==> src/rtl/mmio_pkg.sv <==
// mmio_pkg: shared constants and pipeline response type for the dmem MMIO responder
package mmio_pkg;
    localparam logic [15:0] MMIO_BASE_DEFAULT = 16'h8000;
    localparam logic [2:0] MMIO_LED = 3'd0;
    localparam logic [2:0] MMIO_CON_TX = 3'd1;
    localparam logic [2:0] MMIO_CYCLE_LO = 3'd2;
    localparam logic [2:0] MMIO_CYCLE_HI = 3'd3;
    localparam logic [2:0] MMIO_DROPPED = 3'd4;
    typedef struct packed {
        logic is_mmio;
        logic [31:0] rdata;
    } mmio_rsp_t;
endpackage

==> src/rtl/console_fifo.sv <==
// console_fifo: circular byte FIFO with valid/ready drain; empty head reads as zero
module console_fifo #(
    parameter int DEPTH = 16
) (
    input  logic       clk_in,
    input  logic       rst_in,
    input  logic       push,
    input  logic [7:0] din,
    output logic [7:0] dout,
    output logic       valid,
    input  logic       ready,
    output logic       full,
    output logic       empty
);
    localparam int AW = $clog2(DEPTH);
    localparam logic [AW:0] ONE = 1;
    logic [7:0] mem [DEPTH];
    logic [AW:0] wr_ptr, rd_ptr;
    logic pop, do_push;
    assign empty = wr_ptr == rd_ptr;
    assign full = (wr_ptr[AW] != rd_ptr[AW]) && (wr_ptr[AW-1:0] == rd_ptr[AW-1:0]);
    assign valid = !empty;
    assign pop = valid && ready;
    // a pop in the same cycle frees the slot a full-FIFO push needs
    assign do_push = push && (!full || pop);
    assign dout = empty ? 8'h00 : mem[rd_ptr[AW-1:0]];
    always_ff @(posedge clk_in) begin
        if (rst_in) begin
            wr_ptr <= '0;
            rd_ptr <= '0;
        end else begin
            if (do_push) wr_ptr <= wr_ptr + ONE;
            if (pop) rd_ptr <= rd_ptr + ONE;
        end
    end
    always_ff @(posedge clk_in) begin
        if (do_push && !rst_in) mem[wr_ptr[AW-1:0]] <= din;
    end
endmodule

==> src/rtl/dmem_mmio_responder.sv <==
// dmem_mmio_responder: routes core data accesses to BRAM or an MMIO bank with matched 2-cycle read latency
module dmem_mmio_responder import mmio_pkg::*; #(
    parameter logic [15:0] MMIO_BASE = MMIO_BASE_DEFAULT,
    parameter int CON_DEPTH = 16,
    parameter int LED_WIDTH = 16
) (
    input  logic                 clk_in,
    input  logic                 rst_in,
    input  logic [31:0]          dmem_addr_in,
    input  logic [31:0]          dmem_data_in,
    input  logic [3:0]           dmem_write_enable_in,
    output logic [31:0]          dmem_data_out,
    output logic [31:0]          ram_addr_out,
    output logic [31:0]          ram_data_out,
    output logic [3:0]           ram_write_enable_out,
    input  logic [31:0]          ram_data_in,
    output logic [7:0]           con_data_out,
    output logic                 con_valid_out,
    input  logic                 con_ready_in,
    output logic [LED_WIDTH-1:0] led_out
);
    logic is_mmio, mmio_wr, con_push, con_full, con_empty, con_drop;
    logic [2:0] off;
    logic [LED_WIDTH-1:0] led_next;
    logic [31:0] mmio_rdata, hi_snap;
    logic [63:0] cycle_cnt;
    logic [7:0] dropped;
    mmio_rsp_t st1, st2;
    assign is_mmio = dmem_addr_in[31:16] == MMIO_BASE;
    assign off = dmem_addr_in[4:2];
    assign mmio_wr = is_mmio && |dmem_write_enable_in;
    assign ram_addr_out = dmem_addr_in;
    assign ram_data_out = dmem_data_in;
    assign ram_write_enable_out = is_mmio ? 4'b0 : dmem_write_enable_in;
    assign con_push = mmio_wr && off == MMIO_CON_TX && dmem_write_enable_in[0];
    assign con_drop = con_push && con_full && !(con_valid_out && con_ready_in);
    assign dmem_data_out = st2.is_mmio ? st2.rdata : ram_data_in;
    always_comb begin
        led_next = led_out;
        for (int b = 0; b < LED_WIDTH; b++)
            led_next[b] = dmem_write_enable_in[b / 8] ? dmem_data_in[b] : led_out[b];
    end
    always_comb begin
        mmio_rdata = off == MMIO_LED      ? 32'(led_out) :
                     off == MMIO_CON_TX   ? {30'b0, con_full, con_empty} :
                     off == MMIO_CYCLE_LO ? cycle_cnt[31:0] :
                     off == MMIO_CYCLE_HI ? hi_snap :
                     off == MMIO_DROPPED  ? {24'b0, dropped} : 32'b0;
    end
    always_ff @(posedge clk_in) begin
        if (rst_in) begin
            led_out <= '0;
            cycle_cnt <= '0;
            hi_snap <= '0;
            dropped <= '0;
            st1 <= '0;
            st2 <= '0;
        end else begin
            cycle_cnt <= cycle_cnt + 64'd1;
            st1 <= {is_mmio, mmio_rdata};
            st2 <= st1;
            if (mmio_wr && off == MMIO_LED) led_out <= led_next;
            // snapshot the upper word so a LO-then-HI read pair is coherent
            if (is_mmio && !mmio_wr && off == MMIO_CYCLE_LO) hi_snap <= cycle_cnt[63:32];
            if (con_drop && dropped != 8'hFF) dropped <= dropped + 8'd1;
        end
    end
    console_fifo #(.DEPTH(CON_DEPTH)) u_fifo (
        .clk_in(clk_in),
        .rst_in(rst_in),
        .push(con_push),
        .din(dmem_data_in[7:0]),
        .dout(con_data_out),
        .valid(con_valid_out),
        .ready(con_ready_in),
        .full(con_full),
        .empty(con_empty)
    );
endmodule

==> config.mk <==
export PLATFORM = sky130hd
export DESIGN_NAME = dmem_mmio_responder
export DESIGN_NICKNAME = d
export VERILOG_FILES = /design/src/rtl/mmio_pkg.sv /design/src/rtl/console_fifo.sv /design/src/rtl/dmem_mmio_responder.sv
export SDC_FILE = /design/constraint.sdc
export NUM_CORES = 1
export LEC_CHECK = 0
export CAP_MARGIN = 20
export CORE_MARGIN = 2
export CORE_UTILIZATION = 58
export DETAILED_ROUTE_END_ITERATION = 7
export GPL_TIMING_DRIVEN = 0
export PLACE_DENSITY = 0.86
export SYNTH_ARGS = -nofsm -noshare
export SYNTH_HDL_FRONTEND = slang
export SYNTH_SLANG_ARGS = --single-unit
==> constraint.sdc <==
create_clock -name clk_in -period 5.4 [get_ports clk_in]
set_clock_uncertainty 0.15 [all_clocks]
set_input_delay 0.54 -clock clk_in [delete_from_list [all_inputs] [get_ports clk_in]]
set_output_delay 0.54 -clock clk_in [all_outputs]
set_load 0.02 [all_outputs]
# After elaboration in Yosys (flattened, before gate mapping)
# Memory sizes are Yosys's and may differ from the RTL's. A register that Yosys moved wholly into a read port is not among the register bits.
# Index checks and enable logic that the tools add are counted.
[totals]
memories = 1
wordCells = 62
out_inout_bits = 125
ram_bits = 128
in_bits = 103
regBits = 196
[mem_list]
columns = ["name", "depth", "width", "read_ports", "rd_ports_with_merged_regs", "write_ports", "line_no", "rtl"]
rows = [
  ["u_fifo.mem", 16, 8, 1, 1, 1, "console_fifo.sv:17", "logic [7:0] mem [DEPTH];"],
]
[op_classes]
n_reduce_logical = 24
addsub = 4
n_mux = 12
n_eq_ne = 9
[op_table]
columns = ["operator", "n"]
rows = [
  ["$mux 32", 3],
  ["$add 64x1->64 const B", 1],
  ["$mux 16", 2],
  ["$eq 16x16->1 const B", 1],
  ["$mux 8", 2],
  ["$logic_and 1x1->1", 13],
  ["$mux 4", 3],
  ["$add 5x1->5 const B", 2],
  ["$add 8x1->8 const B", 1],
  ["$ne 8x8->1 const B", 1],
  ["$eq 3x2->1 const B", 2],
  ["$eq 5x5->1", 1],
  ["$logic_not 1->1", 5],
  ["$eq 4x4->1", 1],
  ["$reduce_and 2->1", 2],
  ["$reduce_or 4->1", 1],
  ["$eq 3x1->1 const B", 1],
  ["$eq 3x3->1 const B", 1],
  ["$logic_not 3->1", 1],
  ["$reduce_or 3->1", 1],
  ["$mux 1", 2],
  ["$logic_or 1x1->1", 1],
  ["$ne 1x1->1", 1],
]

# Logic depth before layout (Yosys ltp)
[depth]
ltp_word = 8
depth_mapped = 10
depth_no_buf = 6

# Modules after synthesis
# Synthesis repeated with hierarchy kept, for this count alone.
[hier_totals]
cells_unflattened = 1257
hier_area_um2 = 13989.7
[modules_own_cells]
columns = ["mod", "area_per_inst_um2", "seq_area_each_um2", "cells_per_inst", "instances"]
rows = [
  ["dmem_mmio_responder", 8205.4, 3723.6, 937, 1],
  ["console_fifo", 5784.3, 4124.0, 320, 1],
]

# Least setup slack after synthesis
# OpenSTA, ideal clock, no wires.
[synth_path]
kind = "input port to flip-flop"
start = "input dmem_addr_in[18]"
end = "memory u_fifo.mem[0][0] (enable)"
n_path_buf = 1
arrival_ns = 2.774
path_slack_ns = 2.081
setup_time_ns = 0.395
path_stages = 5
required_ns = 4.855
path_cell_list = "or4_1 nor4_2 o211ai_2 clkbuf_1 nor4_1"
[synth_via]
elab_chain_cells = 8
[synth_rtl]
columns = ["item", "line_no", "rtl"]
rows = [
  ["from (decl)", "dmem_mmio_responder.sv:9", "input logic [31:0] dmem_addr_in,"],
  ["$eq 16x16->1", "dmem_mmio_responder.sv:29", "assign is_mmio = dmem_addr_in[31:16] == MMIO_BASE;"],
  ["$logic_and 1x1->1", "dmem_mmio_responder.sv:31", "assign mmio_wr = is_mmio && |dmem_write_enable_in;"],
  ["$logic_and 1x1->1 (2 in a row)", "dmem_mmio_responder.sv:35", "assign con_push = mmio_wr && off == MMIO_CON_TX && dmem_write_enable_in[0];"],
  ["$logic_and 1x1->1", "console_fifo.sv:25", "assign do_push = push && (!full || pop);"],
  ["$logic_and 1x1->1", "console_fifo.sv:37", "if (do_push && !rst_in) mem[wr_ptr[AW-1:0]] <= din;"],
  ["$mux 1", "console_fifo.sv:37", ""],
  ["$mux 1 (implied by the code)", "console_fifo.sv:37", ""],
  ["to (decl)", "console_fifo.sv:17", ""],
]
# No other way between the ends.

==> impl_metrics.py <==
metrics = {
    "outcome": {
        "status": "completed",
    },
    "power_and_ir_drop": {
        "p_seq_share_pct": 50.7,
        "leakage_uw": 0.00580,
        "p_switching_uw": 1090,
        "power.share.combinational_pct": 6.3,
        "p_clk_share_pct": 43.0,
        "p_int_uw": 3980,
        "switching_share_pct": 21.5,
        "p_per_area_nw_per_um2": 293,
        "power.total_uw": 5080,
        "ir_drop_v": 0.000223,
    },
    "worst_setup_path": {
        "crit_fanout": 10,
        "end_kind": "output pin",
        "criticalPathCategory": "register to output pin",
        "cp.arrival_ns": 3.47,
        "cp.required_ns": 4.71,
        "crit_path_max_incr_delay_ns": 0.62,
        "path_cells": "clkbuf_1 -> buf_2 -> mux4_2 -> mux4_2 -> nor2b_1 -> clkdlybuf4s50_1",
        "crit_top_cell": "mux4_2",
        "crit_path_start_kind": "register",
        "crit_slowest_cell": "mux4_2",
    },
    "timing": {
        "period_minus_slack_ns": 4.16,
        "relSlewSlack_pct": 25.3,
        "worst_slew_pin_slew_ns": 1.11,
        "timing.final.crit_share_pct": 77.0,
        "rsz0062_at_grt": "false",
        "tns_ns": 0,
        "setup_viol": 0,
        "slew_viol_final": 0,
        "finalHoldViolCount": 0,
        "max_freq_mhz": 240,
    },
    "cts": {
        "cts_tree": "built",
        "cts-resized-gates": 0,
        "clock-sinks": 328,
        "clk_pin_slew_ns": 0.07,
        "cts_root_buf": "clkbuf_16",
        "cts_buffers": 31,
        "insertion_delay_ns": 0.55,
        "hold_buffers": 0,
        "cts_buffer_depth": 3,
        "post_cts_buffers": 0,
        "cts_htree_levels": 1,
    },
    "route": {
        "first_pass_iters": 6,
        "wl_per_cell_um": 21.1,
        "remaining_drc_errors": 0,
        "drtIter0Drc": 1293,
        "wirelength_um": 38300,
        "vias": 10800,
        "vias_per_cell": 5.97,
        "ant_nets": 0,
    },
    "global_routing": {
        "grt_usage_pct": 30.2,
        "grt_pass1_vias": 10400,
        "grt_pass1_wl_um": 58100,
        "antenna_found_initial": 2,
        "grt.overflow.total": 0,
        "grt_max_degree": 19,
    },
    "yosys": {
        "synth-seq-area-share_pct": 56.6,
        "yosysTopAreaCellShare_pct": 28.9,
        "synth_cell_types": 46,
        "yosys.area.top_type": "dfxtp_1",
        "netlist_top_cells_area": "dfxtp_1 29%, edfxtp_1 28%, mux4_2 6.5%",
        "netlist_area_um2": 13900,
        "synth_edf_count": 128,
        "synth_ff_type": "dfxtp_1",
        "yosysMostFrequentCell": "dfxtp_1",
        "async_flop_share_pct": 0,
        "synth_seq_cells": 328,
        "syn_nets": 1343,
        "synthTopCellsByCount": "200 x dfxtp_1, 132 x nand2_1, 128 x edfxtp_1, 92 x nor2_1, 79 x a21oi_1",
        "syn_inst": 1233,
        "avgSynthCellArea_um2": 11.2,
        "yosysWarningCount": 0,
    },
    "finish": {
        "drive_gt1_share_pct": 14.6,
        "area_growth_pct": 24.8,
        "nets": 1578,
        "finish.utilization_pct": 73.7,
        "n_antenna_cell": 0,
    },
    "floorplan": {
        "dieWidth_um": 159,
        "dieArea_um2": 25100,
        "start_util_pct": 59.0,
        "num_rows": 56,
        "coreArea_um2": 23500,
        "num_io_pins": 228,
        "die_height_um": 159,
    },
    "place": {
        "portBuffers": 196,
        "gp_congestion": 0.925,
        "place_hpwl_um": 26100,
    },
    "min_path": {
        "min_path_type": "register to register",
    },
    "job": {
        "max_cap_violations": 0,
    },
}
## per-stage QoR
stage / instances / worst slack, ns / hold WS [ns] / instance area, um2
global placement: 1748 / 0.587 / 0.273 / 16200
detailed placement: 1754 / 1.33 / 0.272 / 16300
floorplan: 1233 / 2.08 / 0.264 / 13900
CTS: 1811 / 1.22 / 0.286 / 17300
finish: 1811 / 1.24 / 0.286 / 17300
global route: 1811 / 1.10 / 0.293 / 17300
## power groups by stage
stage               Combinational [uW]  Clock (uW)  Sequential [uW]
floorplan                          146           0             2630
global placement                   309           0             2630
detailed placement                 315           0             2630
CTS                                319        2180             2580
global route                       338        2280             2570
finish                             320        2180             2580
## layout by cell type (no fill, tap or decap), drive strengths merged, types with 3 or more instances in the layout
cell type	n
buf	84
and3	11
or4	10
clkbuf	84
bufinv	4
mux2i	4
nand2b	13
xor2	32
xnor2	17
mux4	40
or3b	3
ha	7
nor3	17
nor4	17
clkdlybuf4s50	196
nand2	132
and4	7
dfxtp	200
or3	23
clkinv	16
a22oi	31
mux2	38
nand4	40
or2	4
and2	7
nor2	92
edfxtp	128
nand3	26
o21ai	46
a21oi	79
o31ai	6
inv	17
nor2b	49
## sequential cells by signal, summed over array words and instances (netlist names), 8 cells and up, named ones only
signal and count:
u_fifo.mem 128, cycle_cnt 64, st1 33, st2 33, hi_snap 32, led_out 16, dropped 8
## logic make-up after synthesis
family | Yosys count | synth area share, %
AO/OA/AOI/OAI | 168 | 6.89
XOR/XNOR | 49 | 3.10
adder cells (fa/ha/maj) | 7 | 0.632
buffers and inverters | 144 | 5.70
flip-flops | 328 | 56.6
multiplexers | 82 | 9.88
AND/OR/NAND/NOR | 455 | 17.2
## worst max-delay path: cells and delay by family, from the launching register on
family        cells  cell delay, ns
mux               2            1.14
flops             1            0.31
simple gates      1            0.15
buf+inv           3            1.32
## path summary, 6_finish.rpt
kind | startpoint | to | slack (ns) | cells past startpoint
worst min-delay path | st1[29]$_SDFF_PP0_ | st2[29]$_SDFF_PP0_ | 0.29 | 1
worst max-delay path | register | con_data_out[1] | 1.24 | 6
worst max register to register | u_fifo.wr_ptr[3]$_SDFFE_PP0P_ | u_fifo.mem[2][5]$_DFFE_PP_ | 2.11 | 6
worst min register to register | st1[29]$_SDFF_PP0_ | st2[29]$_SDFF_PP0_ | 0.29 | 1
## layout make-up
cell class                      count  area, um2
Tap cell                          319        399
Clock inverter                     23        215
Fill cell                        1500       6180
Multi-Input combinational cell    761       5240
Inverter                           16       60.1
Sequential cell                   328       7850
Clock buffer                       34        797
Buffer                            128        729
Timing Repair Buffer              202       2000
## layer usage
layer,global-route usage (%),vias up,part of all wire (%)
met5,0,-,0.071
met3,4.79,102,8.8
li1,-,4849,-
met4,10.9,4,3.3
met2,51.7,651,50
met1,38.9,5208,37
(Power assumes the default switching activity.)
